`config.mk`:
```
export PLATFORM = sky130hd
export DESIGN_NAME = bridge_fanout_decoder
export DESIGN_NICKNAME = d
export VERILOG_FILES = /design/src/rtl/bridge_fanout_decoder_pkg.sv /design/src/rtl/bridge_addr_match.sv /design/src/rtl/bridge_fanout_decoder.sv
export SDC_FILE = /design/constraint.sdc
export NUM_CORES = 1
export LEC_CHECK = 0
export ABC_AREA = 1
export BUFFER_PORTS_ARGS = -buffer_cell sky130_fd_sc_hd__buf_2
export CAP_MARGIN = 20
export CORE_AREA = 2 2 194 196
export CTS_CLUSTER_DIAMETER = 150
export DETAILED_ROUTE_END_ITERATION = 6
export DIE_AREA = 0 0 196 198
export GPL_TIMING_DRIVEN = 1
export HOLD_SLACK_MARGIN = 0.06
export PLACE_DENSITY = 0.5
export SLEW_MARGIN = 20
export SYNTH_ARGS = -nofsm -noshare
export SYNTH_HDL_FRONTEND = slang
export SYNTH_SLANG_ARGS = --single-unit
```
`constraint.sdc`:
```
create_clock -name clk -period 1.4 [get_ports clk]
set_clock_uncertainty 0.15 [all_clocks]
set_input_delay 0.14 -clock clk [delete_from_list [all_inputs] [get_ports clk]]
set_output_delay 0.14 -clock clk [all_outputs]
set_load 0.005 [all_outputs]
```
`src/rtl/bridge_fanout_decoder_pkg.sv`:
```
// Shared types and constants for the bridge fan-out decoder and its address matcher.
package bridge_fanout_decoder_pkg;

    // Bridge bus widths as seen by the core bridge endpoint.
    localparam int BRIDGE_ADDR_W = 32;
    localparam int BRIDGE_DATA_W = 32;

    typedef logic [BRIDGE_ADDR_W-1:0] bridge_addr_t;
    typedef logic [BRIDGE_DATA_W-1:0] bridge_data_t;

    // Upper bound on leaves; leaf indices fit in four bits.
    localparam int BRIDGE_MAX_LEAVES = 16;
    typedef logic [3:0] leaf_idx_t;

    // Read latency counter width (latencies 1..255).
    localparam int RD_CNT_W = 8;
    typedef logic [RD_CNT_W-1:0] rd_cnt_t;

    // Read collection state.
    typedef enum logic {
        RD_IDLE = 1'b0,
        RD_WAIT = 1'b1
    } rd_state_e;

endpackage

```
`src/rtl/bridge_addr_match.sv`:
```
// Combinational base/mask window compare across all leaves, followed by a
// priority encoder so that the lowest-index matching leaf wins.
module bridge_addr_match
    import bridge_fanout_decoder_pkg::*;
#(
    parameter int                           NUM_LEAVES = 4,
    parameter int                           ADDR_W     = 32,
    parameter logic [NUM_LEAVES*ADDR_W-1:0] LEAF_BASE  = {NUM_LEAVES{32'h0}},
    parameter logic [NUM_LEAVES*ADDR_W-1:0] LEAF_MASK  = {NUM_LEAVES{32'hFFFF_0000}}
) (
    input  logic [ADDR_W-1:0] addr,
    output logic              hit,
    output leaf_idx_t         idx
);

    logic [NUM_LEAVES-1:0] hit_vec;

    // One window comparator per leaf.
    generate
        for (genvar gi = 0; gi < NUM_LEAVES; gi++) begin : g_cmp
            assign hit_vec[gi] =
                ((addr & LEAF_MASK[gi*ADDR_W +: ADDR_W]) == LEAF_BASE[gi*ADDR_W +: ADDR_W]);
        end
    endgenerate

    // Priority encode: scan from the top so the lowest matching index is left standing.
    always_comb begin
        hit = |hit_vec;
        idx = '0;
        for (int i = NUM_LEAVES - 1; i >= 0; i--) begin
            if (hit_vec[i]) begin
                idx = leaf_idx_t'(i);
            end
        end
    end

endmodule

```
`src/rtl/bridge_fanout_decoder.sv`:
```
// Fans one bridge master out to NUM_LEAVES leaf bridges. The request is
// optionally registered, decoded against per-leaf windows, and only the
// winning leaf sees a strobe. Reads are collected after the leaf's fixed
// latency and held on up_rd_data; unmapped reads return DEFAULT_RD_DATA.
module bridge_fanout_decoder
    import bridge_fanout_decoder_pkg::*;
#(
    parameter int                           NUM_LEAVES      = 4,
    parameter int                           ADDR_W          = 32,
    parameter int                           DATA_W          = 32,
    parameter logic [NUM_LEAVES*ADDR_W-1:0] LEAF_BASE       = {NUM_LEAVES{32'h0}},
    parameter logic [NUM_LEAVES*ADDR_W-1:0] LEAF_MASK       = {NUM_LEAVES{32'hFFFF_0000}},
    parameter logic [NUM_LEAVES*8-1:0]      LEAF_RD_LAT     = {NUM_LEAVES{8'd1}},
    parameter int                           REG_REQ         = 1,
    parameter logic [DATA_W-1:0]            DEFAULT_RD_DATA = 32'hDEAD_BEEF
) (
    input  logic                         clk,
    input  logic                         reset_n,
    input  logic [ADDR_W-1:0]            up_addr,
    input  logic [DATA_W-1:0]            up_wr_data,
    input  logic                         up_wr,
    input  logic                         up_rd,
    output logic [DATA_W-1:0]            up_rd_data,
    output logic [NUM_LEAVES*ADDR_W-1:0] leaf_addr,
    output logic [NUM_LEAVES*DATA_W-1:0] leaf_wr_data,
    output logic [NUM_LEAVES-1:0]        leaf_wr,
    output logic [NUM_LEAVES-1:0]        leaf_rd,
    input  logic [NUM_LEAVES*DATA_W-1:0] leaf_rd_data,
    output logic                         rd_busy,
    output logic                         err_collision,
    output logic                         err_unmapped
);

    // ------------------------------------------------------------------
    // Elaboration-time parameter sanity
    // ------------------------------------------------------------------
    generate
        if (NUM_LEAVES < 1 || NUM_LEAVES > BRIDGE_MAX_LEAVES) begin : g_bad_num
            $error("bridge_fanout_decoder: NUM_LEAVES must be 1..%0d", BRIDGE_MAX_LEAVES);
        end
        for (genvar gi = 0; gi < NUM_LEAVES; gi++) begin : g_lat_chk
            if (LEAF_RD_LAT[gi*8 +: 8] == 8'd0) begin : g_bad_lat
                $error("bridge_fanout_decoder: LEAF_RD_LAT of leaf %0d is zero", gi);
            end
        end
    endgenerate

    // ------------------------------------------------------------------
    // Request stage: registered or straight through
    // ------------------------------------------------------------------
    logic [ADDR_W-1:0] req_addr;
    logic [DATA_W-1:0] req_wr_data;
    logic              req_wr;
    logic              req_rd;

    generate
        if (REG_REQ != 0) begin : g_req_reg
            logic [ADDR_W-1:0] req_addr_q, req_addr_d;
            logic [DATA_W-1:0] req_wr_data_q, req_wr_data_d;
            logic              req_wr_q, req_wr_d;
            logic              req_rd_q, req_rd_d;

            // Capture the host request for presentation one clock later.
            always_comb begin
                req_addr_d    = up_addr;
                req_wr_data_d = up_wr_data;
                req_wr_d      = up_wr;
                req_rd_d      = up_rd;
            end

            // Request register; reset drops any request in the stage.
            always_ff @(posedge clk) begin
                if (!reset_n) begin
                    req_addr_q    <= '0;
                    req_wr_data_q <= '0;
                    req_wr_q      <= 1'b0;
                    req_rd_q      <= 1'b0;
                end else begin
                    req_addr_q    <= req_addr_d;
                    req_wr_data_q <= req_wr_data_d;
                    req_wr_q      <= req_wr_d;
                    req_rd_q      <= req_rd_d;
                end
            end

            assign req_addr    = req_addr_q;
            assign req_wr_data = req_wr_data_q;
            assign req_wr      = req_wr_q;
            assign req_rd      = req_rd_q;
        end else begin : g_req_comb
            // Strobes are masked while reset is held so leaves see nothing.
            assign req_addr    = up_addr;
            assign req_wr_data = up_wr_data;
            assign req_wr      = up_wr & reset_n;
            assign req_rd      = up_rd & reset_n;
        end
    endgenerate

    // ------------------------------------------------------------------
    // Decode
    // ------------------------------------------------------------------
    logic      hit;
    leaf_idx_t hit_idx;

    bridge_addr_match #(
        .NUM_LEAVES (NUM_LEAVES),
        .ADDR_W     (ADDR_W),
        .LEAF_BASE  (LEAF_BASE),
        .LEAF_MASK  (LEAF_MASK)
    ) u_match (
        .addr (req_addr),
        .hit  (hit),
        .idx  (hit_idx)
    );

    // A collision keeps the write and drops the read.
    logic eff_rd;
    logic collision;
    logic access;

    assign eff_rd    = req_rd & ~req_wr;
    assign collision = req_wr & req_rd;
    assign access    = req_wr | req_rd;

    // ------------------------------------------------------------------
    // Broadcast and strobe demux
    // ------------------------------------------------------------------
    generate
        for (genvar gi = 0; gi < NUM_LEAVES; gi++) begin : g_leaf
            assign leaf_addr[gi*ADDR_W +: ADDR_W]    = req_addr;
            assign leaf_wr_data[gi*DATA_W +: DATA_W] = req_wr_data;
            assign leaf_wr[gi] = req_wr & hit & (hit_idx == leaf_idx_t'(gi));
            assign leaf_rd[gi] = eff_rd & hit & (hit_idx == leaf_idx_t'(gi));
        end
    endgenerate

    // Per-leaf latency and read data padded out to the full index range,
    // so a 4-bit index never selects past the end.
    rd_cnt_t           lat_tbl   [BRIDGE_MAX_LEAVES];
    logic [DATA_W-1:0] rdata_tbl [BRIDGE_MAX_LEAVES];

    generate
        for (genvar gi = 0; gi < BRIDGE_MAX_LEAVES; gi++) begin : g_tbl
            if (gi < NUM_LEAVES) begin : g_real
                assign lat_tbl[gi]   = LEAF_RD_LAT[gi*8 +: 8];
                assign rdata_tbl[gi] = leaf_rd_data[gi*DATA_W +: DATA_W];
            end else begin : g_pad
                assign lat_tbl[gi]   = rd_cnt_t'(1);
                assign rdata_tbl[gi] = '0;
            end
        end
    endgenerate

    // ------------------------------------------------------------------
    // Read FSM, data capture, sticky errors
    // ------------------------------------------------------------------
    rd_state_e         state_q, state_d;
    leaf_idx_t         sel_q, sel_d;
    rd_cnt_t           cnt_q, cnt_d;
    logic [DATA_W-1:0] up_rd_data_q, up_rd_data_d;
    logic              err_coll_q, err_coll_d;
    logic              err_unmap_q, err_unmap_d;

    // Next-state: count down the in-flight read, let a new read replace it,
    // and accumulate error flags.
    always_comb begin
        state_d      = state_q;
        sel_d        = sel_q;
        cnt_d        = cnt_q;
        up_rd_data_d = up_rd_data_q;
        err_coll_d   = err_coll_q;
        err_unmap_d  = err_unmap_q;

        if (state_q == RD_WAIT) begin
            if (cnt_q == rd_cnt_t'(1)) begin
                up_rd_data_d = rdata_tbl[sel_q];
                state_d      = RD_IDLE;
            end else begin
                cnt_d = cnt_q - rd_cnt_t'(1);
            end
        end

        // Latest read wins: an old read finishing in the same clock is discarded.
        if (eff_rd) begin
            up_rd_data_d = up_rd_data_q;
            if (hit) begin
                state_d = RD_WAIT;
                sel_d   = hit_idx;
                cnt_d   = lat_tbl[hit_idx];
            end else begin
                state_d      = RD_IDLE;
                up_rd_data_d = DEFAULT_RD_DATA;
            end
        end

        if (collision) begin
            err_coll_d = 1'b1;
        end
        if (access && !hit) begin
            err_unmap_d = 1'b1;
        end
    end

    // State registers; reset abandons any read in flight.
    always_ff @(posedge clk) begin
        if (!reset_n) begin
            state_q      <= RD_IDLE;
            sel_q        <= '0;
            cnt_q        <= '0;
            up_rd_data_q <= '0;
            err_coll_q   <= 1'b0;
            err_unmap_q  <= 1'b0;
        end else begin
            state_q      <= state_d;
            sel_q        <= sel_d;
            cnt_q        <= cnt_d;
            up_rd_data_q <= up_rd_data_d;
            err_coll_q   <= err_coll_d;
            err_unmap_q  <= err_unmap_d;
        end
    end

    // Busy covers the issue clock as well as the wait.
    assign rd_busy       = (state_q == RD_WAIT) | eff_rd;
    assign up_rd_data    = up_rd_data_q;
    assign err_collision = err_coll_q;
    assign err_unmapped  = err_unmap_q;

endmodule

```
Yosys cells after proc, flatten, opt, wreduce, memory -nomap -nowiden

Cells that the tools add are included.

Bitwise operators: 7
Reduce and logical (&&, ||, !) cells: 6
Mux-type cells: 12
Add/sub/neg operators: 1
Eq/ne operators: 2

Operators with widths:

| operator                                         | count |
|---|---|
| 2-to-1 mux 32 bit                                | 4 |
| logical NOT 32 bit                               | 1 |
| 2-to-1 mux 8 bit                                 | 4 |
| == test 8 x 1 -> 1 bit, second input constant    | 1 |
| subtractor 8 x 1 -> 8 bit, second input constant | 1 |
| bitwise AND 1 bit                                | 4 |
| 2-to-1 mux 1 bit                                 | 4 |
| nonzero test 2 bit                               | 2 |
| AND reduction 3 bit                              | 1 |
| != test 2 bit, second input constant             | 1 |
| OR 1 bit                                         | 2 |
| logical AND 1 bit                                | 1 |
| logical NOT 1 bit                                | 1 |
| NOT 1 bit                                        | 1 |

Word-level logic and storage cells: 37
Bits in registers: 109
Input bits: 196

Logic depth before layout (Yosys ltp)

Gate-level depths: netlist of run 1.

Depth in word-level cells: 5
Gate-level depth with buffers: 9

Modules after synthesis

A second synthesis of run 1 with hierarchy kept.

Cell total of the unflattened synthesis: 1,032
Area, all modules: 6,765.2 sq um

Modules (own cells, without submodules):

| module                | area an instance (sq um) | cells an instance | seq. area each (sq um) | times used |
|---|---|---|---|---|
| bridge_fanout_decoder | 6,627.6                  | 1,000             | 2,262.2                | 1 |
| bridge_addr_match     | 137.6                    | 32                | 0.0                    | 1 |

Worst setup path after synthesis of run 1

Ideal clock, no wire load.

Path type: register -> register
From: register cnt_q[1]
To: register up_rd_data_q[10], in the netlist up_rd_data[10]
Data required time: 1,136 ps
Arrival time: 1,147 ps
Setup time: 114 ps
Clock period less this slack: 1,412 ps
Slack: -12 ps
Stages on the path, launching flop included: 9
Cell sequence: dfxtp_1 -> inv_1 -> ha_1 -> nand2_2 -> nor2_4 -> nand3_4 -> buf_6 -> o21ai_1 -> nor2_1

Cells in the longest elaborated chain, start to end: 3

RTL lines:

| what                                 | line                         | text |
|---|---|---|
| start, declared                      | bridge_fanout_decoder.sv:159 | `rd_cnt_t cnt_q, cnt_d;` |
| start signal, assigned               | bridge_fanout_decoder.sv:216 | `cnt_q <= cnt_d;` |
| == test 8 x 1 -> 1 bit               | bridge_fanout_decoder.sv:175 | `if (cnt_q == rd_cnt_t'(1)) begin` |
| nonzero test 2 bit (no source line)  | -                            |  |
| AND reduction 3 bit (no source line) | -                            |  |
| end signal, assigned                 | bridge_fanout_decoder.sv:217 | `up_rd_data_q <= up_rd_data_d;` |
| end, declared                        | bridge_fanout_decoder.sv:160 | `logic [DATA_W-1:0] up_rd_data_q, up_rd_data_d;` |

Every way passes these cells.
A chain may end at the register's enable or synchronous reset.

Worst setup path after layout of run 1

From: register g_req_reg.req_addr_q[18]
To: output port leaf_rd[0]

Cells in the longest elaborated chain, start to end: 2

RTL lines:

| what                   | line                         | text |
|---|---|---|
| start, declared        | bridge_fanout_decoder.sv:58  | `logic [ADDR_W-1:0] req_addr_q, req_addr_d;` |
| start signal, assigned | bridge_fanout_decoder.sv:79  | `req_addr_q <= req_addr_d;` |
| logical NOT 32 bit     | bridge_addr_match.sv:22      | `((addr & LEAF_MASK[gi*ADDR_W +: ADDR_W]) == LEAF_BASE[gi*ADDR_W +: ADDR_W]);` |
| bitwise AND 1 bit      | bridge_fanout_decoder.sv:133 | `assign leaf_rd[gi] = eff_rd & hit & (hit_idx == leaf_idx_t'(gi));` |
| end, declared          | bridge_fanout_decoder.sv:27  | `output logic [NUM_LEAVES-1:0] leaf_rd,` |

Every way passes these cells.

==> metrics.csv, run 1 <==
metric,value,unit
drt_first_pass_iters,4,
cts_max_level,3,
p_per_area,891,nW/um^2
p_leak,4.66,nW
rr_endpoint,up_rd_data[19],
ios,495,
n_antenna_cell,0,
worstPathRequired,1.11,ns
hold_path_class,input port to flip-flop,
yosys_warnings,0,
max_slew_margin,63.6,%
cp-startpoint,g_req_reg.req_addr_q[18],
ff2ff_setup_slack,-0.33,ns
path_max_fanout,2,
cts_buffers,9,
period_share,125,%
die_h,198,um
netlist_top_cells_area,"dfxtp_1 42%, buf_4 29%, nand2_1 6.3%",
layout_commonest_cell,buf_2,
setup_slack,-0.355,ns
status,finished with violations,
pre_cts_ws,-0.213,ns
drcViolationCount,0,
grt_max_degree,41,
yosysSeqAreaShare,41.9,%
worstPathArrival,1.47,ns
die_w,196,um
coreArea,37000,sq um
final_hold_viol_count,0,
cts.reportedPaths.clkPinSlew,0.08,ns
grt_overflow,0,
dp_hpwl,12.0,mm
vias,4802,
final_cell_mix,"388 x buf_2, 106 x dlygate4sd3_1, 100 x dfxtp_1",
rsz0062_at_grt,true,
drtIter0Drc,91,
synth_area,5210,sq um
worst_slew_pin_slew,0.546,ns
irDropWorstVdd,0.558,mV
root_buffer,clkbuf_16,
yosys.area.top_type,dfxtp_1,
cp-start-kind,flip-flop,
ys_types,28,
r2r_cells,9,
ys_seq_elements,109,
crit_path_end,leaf_rd[0],
grt_pass1_wl,23.1,mm
violations,negative setup slack,
io_buffers,392,
syn-instance-count,633,
max_freq,570,MHz
die-area,38800,sq um
avgSynthCellArea,8.23,sq um
start_util,14.1,%
fin_crit,1.76,ns
gr-usage-all-layers,8.04,%
place.gp.congestion,0.705,
cts_tree,yes,
final_antenna_net_count,0,
crit-reg2reg-launch,g_req_reg.req_addr_q[18],
final_area,8360,sq um
grt_pass1_vias,4208,
critPathKind,flip-flop to output pin,
drive_gt1_share,54.8,%
routed_wl,17.1,mm
dpl_cell_area,6590,sq um
finalSetupViolations,44,
cts_buffer_depth,2,
finalPower,7.44,mW
slew_viol_final,0,
crit_path_end_kind,output pin,
viasPerCell,3.28,
num_rows,71,
drv_cap,0,
cts_sinks,109,
grt_antenna_before_repair,0,
hold-path-cell-count,4,
netlist.area_leader.share,41.9,%
insertion_delay,0.37,ns
area_growth,60.4,%
nFillCells,4021,
nNetsFinal,1183,
wl_per_cell,11.7,um
## logic make-up (layout without fill, tap and decap cells)
logic type                 after synthesis  count (layout)  share of synthesized area, %
and+or+nand+nor                        158             159                          13.4
DFF                                    109             109                          41.9
other                                    1               6                        0.0720
buffers and inverters                  294             645                          36.8
adders and majority gates                2               2                         0.480
xor gates and xnor gates                 6               6                          1.01
AOI/OAI and AO/OA                       63              63                          6.41
## what timing repair did
action / 4_1_cts / 5_1_grt
hold buffers: 106 / 0
pin swaps: 18 / 14
buffers inserted: 4 / 4
setup endpoints to repair: 44 / 44
hold endpoints to repair: 106 / 0
gates cloned: 0 / 3
resized for setup: 45 / 44
## stage by stage
step	hold WS, ns	std cells	TNS [ns]	util, %
after global routing	0.117	1464	-13.31	22.6
final	0.113	1464	-9.58	22.6
after global placement	0.170	1332	-6.14	17.8
after floorplan	0.0835	638	0	-
after detailed placement	0.174	1332	-6.85	17.8
after CTS	0.102	1457	-7.26	21.9
## power breakdown
part / leakage [nW] / switching, mW / internal [mW]
logic: 3.62 / 0.636 / 0.835
registers: 0.906 / 0.141 / 3.28
clock network: 0.136 / 1.33 / 1.22
## flip-flops by register name, indices dropped and copies added (netlist names)
name,cells
g_req_reg.req_rd_q,1
g_req_reg.req_wr_data_q,32
g_req_reg.req_wr_q,1
g_req_reg.req_addr_q,32
err_unmapped,1
state_q,1
cnt_q,8
up_rd_data,32
err_collision,1
## worst max-delay path, cell delays in order, from the launching register on
cell	delay, ns
dfxtp_2	0.32
nor2_1	0.11
nand2_1	0.10
nor2_4	0.18
nand3_4	0.11
buf_12	0.15
clkinv_4	0.04
buf_6	0.08
## metal layers
| metal | GRT usage [%] | part of all wire, % |
|---|---|---|
| met5 | 0 | 0 |
| met4 | 4.15 | 2.3 |
| met3 | 2.27 | 7.3 |
| met2 | 14.7 | 51 |
| met1 | 8.39 | 40 |
## cell type report
class                   count  area (sq um)  share of cell area, %
multi-input cells         236          1410                   16.8
clock inverters             7          48.8                  0.584
inverters                  77           307                   3.67
well taps                 474           593                   7.10
clock buffers               9           225                   2.70
repair buffers            552          3580                   42.8
flip-flops and latches    109          2200                   26.3
## cells in the mapped netlist
cell type and n:
clkbuf_1 10, nor2_4 1, a21oi_2 4, conb_1 1
buf_2 1, buf_4 201, nand2_2 3, buf_6 3
a21oi_1 32, nor2_1 44, nand2_4 2, nor2_2 5
nand3_4 2, inv_1 74, xor2_1 4, dfxtp_1 109
buf_12 2, o21ai_0 4, inv_2 2, o2111ai_1 1
o21ai_1 22, clkinv_2 1, nand2_8 1, nand3_1 12
xnor2_1 2, ha_1 2, nor3_1 1, nand2_1 87
## worst min-delay path by stage
| stage | start | endpoint | slack, ns |
|---|---|---|---|
| floorplan | up_wr_data[22] | g_req_reg.req_wr_data_q[22] | 0.08 |
| global placement | up_addr[7] | g_req_reg.req_addr_q[7] | 0.17 |
| detailed placement | up_wr_data[25] | g_req_reg.req_wr_data_q[25] | 0.17 |
| CTS | reset_n | up_rd_data[31] | 0.10 |
| global route | reset_n | up_rd_data[31] | 0.12 |
| finish | reset_n | up_rd_data[31] | 0.11 |
Note: power is estimated with default switching activity, not from simulation.
==> inputs of run 2 (changes only) <==
- ABC_AREA: 1 -> not set
- CORE_AREA: 2 2 194 196 -> 2 2 191 193
- DIE_AREA: 0 0 196 198 -> 0 0 193 195
==> metrics.csv, run 2 <==
metric,value,unit
grt_pass1_vias,4099,
n_antenna_cell,0,
drcViolationCount,0,
worst_slew_pin_slew,0.624,ns
cts_buffer_depth,2,
whs,0.130,ns
drive_gt1_share,62.9,%
crit_path_end_kind,output pin,
io_buffers,392,
synth_area,5090,sq um
status,finished with violations,
cts.reportedPaths.clkPinSlew,0.08,ns
drtIter0Drc,74,
die_w,193,um
p_leak,4.23,nW
drv_cap,0,
final_antenna_net_count,0,
cp-start-kind,flip-flop,
syn-instance-count,544,
max_freq,523,MHz
violations,negative setup slack,
nNetsFinal,1097,
ys_seq_elements,109,
worstPathArrival,1.62,ns
ys.flop_type,dfxtp_1,
nFillCells,3788,
vias,4526,
critPathKind,flip-flop to output pin,
cts_tree,yes,
cts_buffers,9,
netlist_top_cells_area,"dfxtp_1 43%, buf_4 29%, and2_1 8.1%",
coreArea,35400,sq um
synthMostInstantiatedCell,buf_4,
grt_antenna_before_repair,1,
crit_path_end,leaf_rd[0],
rr_endpoint,up_rd_data[23],
die-area,37600,sq um
start_util,14.4,%
viasPerCell,3.32,
netlist.area_leader.share,42.9,%
grt_pass1_wl,22.6,mm
period_share,137,%
die_h,195,um
drt_first_pass_iters,4,
cts_sinks,109,
p_per_area,875,nW/um^2
wl_per_cell,12.1,um
yosysSeqAreaShare,42.9,%
synth_commonest_cells,"198 x buf_4, 109 x dfxtp_1, 66 x and2_1",
path_max_fanout,4,
grt_overflow,0,
routed_wl,16.6,mm
irDropWorstVdd,0.567,mV
synth_edf_count,0,
dp_hpwl,11.5,mm
r2r_cells,9,
place.gp.congestion,0.677,
finalSetupViolations,45,
ios,495,
rsz0062_at_grt,true,
final_hold_viol_count,0,
ys_types,36,
avgSynthCellArea,9.36,sq um
crit-reg2reg-launch,cnt_q[1],
final_cell_count_no_fill,1365,
setup_slack,-0.512,ns
max_slew_margin,58.3,%
area_growth,68.1,%
yosys_warnings,0,
pre_cts_ws,-0.354,ns
cp-startpoint,g_req_reg.req_addr_q[20],
cts_max_level,3,
synthArstFlopShare,0,%
root_buffer,clkbuf_16,
layout_commonest_cell,buf_2,
fin_crit,1.91,ns
grt_max_degree,54,
final_cell_mix,"390 x buf_2, 104 x dlygate4sd3_1, 93 x dfxtp_1",
gr-usage-all-layers,8.07,%
yosys.area.top_type,dfxtp_1,
insertion_delay,0.38,ns
hold_path_class,input port to flip-flop,
slew_viol_final,0,
worstPathRequired,1.11,ns
ff2ff_setup_slack,-0.40,ns
num_rows,69,
dp.cells,1227,
[run 2: cell count changes after synthesis, moves of 4 or more]
cell     before  now
a21oi_1      32   26
nor2_2        5    1
nor2_1       44   34
o21a_1        0    4
nand2_1      87   12
o22ai_1       0    8
and2_1        0   66
o21ai_0       4    0
inv_1        74    3
a21oi_2       4    0
nor4_2        0    4
[run 2: through the flow]
step                utilization, %  area [sq um]  total power, mW  TNS [ns]
finish                        24.2          8560             7.49    -13.94
global route                  24.2          8560             7.95    -18.40
CTS                           23.0          8150             7.56    -16.29
detailed placement            18.3          6490             4.44    -12.09
global placement              18.3          6490             4.43    -11.44
floorplan                        -          5180             4.14     -2.09
[run 2: worst max-delay path: stages, from the launching register on]
cell     delay [ns]
dfxtp_2        0.34
nor4_4         0.25
buf_4          0.17
nand4_1        0.10
buf_6          0.17
nor2_4         0.11
buf_6          0.11
[run 2: worst min-delay path by stage]
stage                         from                     endpoint  slack [ns]  depth (start not counted)
detailed placement  up_wr_data[19]  g_req_reg.req_wr_data_q[19]        0.20                          2
global route               reset_n                     cnt_q[0]        0.13                          3
CTS                        reset_n                     cnt_q[0]         0.1                          3
floorplan           up_wr_data[22]  g_req_reg.req_wr_data_q[22]        0.11                          1
finish                     reset_n     g_req_reg.req_addr_q[23]        0.13                          3
global placement     up_wr_data[0]   g_req_reg.req_wr_data_q[0]        0.20                          2
[run 2: cell type report]
class / instances / area [sq um] / area share, %
repair buffers: 558 / 3700 / 43.2
flip-flops and latches: 109 / 2210 / 25.8
multi-input cells: 218 / 1760 / 20.5
well taps: 461 / 577 / 6.74
clock buffers: 10 / 239 / 2.79
clock inverters: 6 / 68.8 / 0.804
inverters: 3 / 11.3 / 0.132
[run 2: timing repair]
action | CTS | global route
endpoints found under the hold margin | 98 | 0
hold buffers | 104 | 0
pin swaps | 4 | 22
gates resized for setup | 29 | 95
endpoints found under the setup margin | 45 | 49
setup buffers | 10 | 3
cloned | 4 | 4
[run 2: cell families after synthesis]
logic type	after synthesis	synth area share, %
flip-flops	109	42.9
other	1	0.0736
AO/OA/AOI/OAI	66	7.54
adder cells (fa/ha/maj)	2	0.491
buffers and inverters	222	32.1
XOR/XNOR	7	1.20
AND/OR/NAND/NOR	137	15.8
[run 2: per-layer routing]
| layer | up-vias | track usage [%] | wire, um |
|---|---|---|---|
| met5 | - | 0 | 0 |
| met4 | 0 | 2.78 | 244 |
| met3 | 15 | 2.84 | 1200 |
| met2 | 224 | 14.3 | 8370 |
| met1 | 2042 | 8.88 | 6770 |
| li1 | 2245 | - | - |
[run 2: power breakdown]
part / leakage [nW] / switching [mW] / internal, mW
Clock: 0.150 / 1.29 / 1.46
Combinational: 3.18 / 0.532 / 0.808
Sequential: 0.907 / 0.150 / 3.25
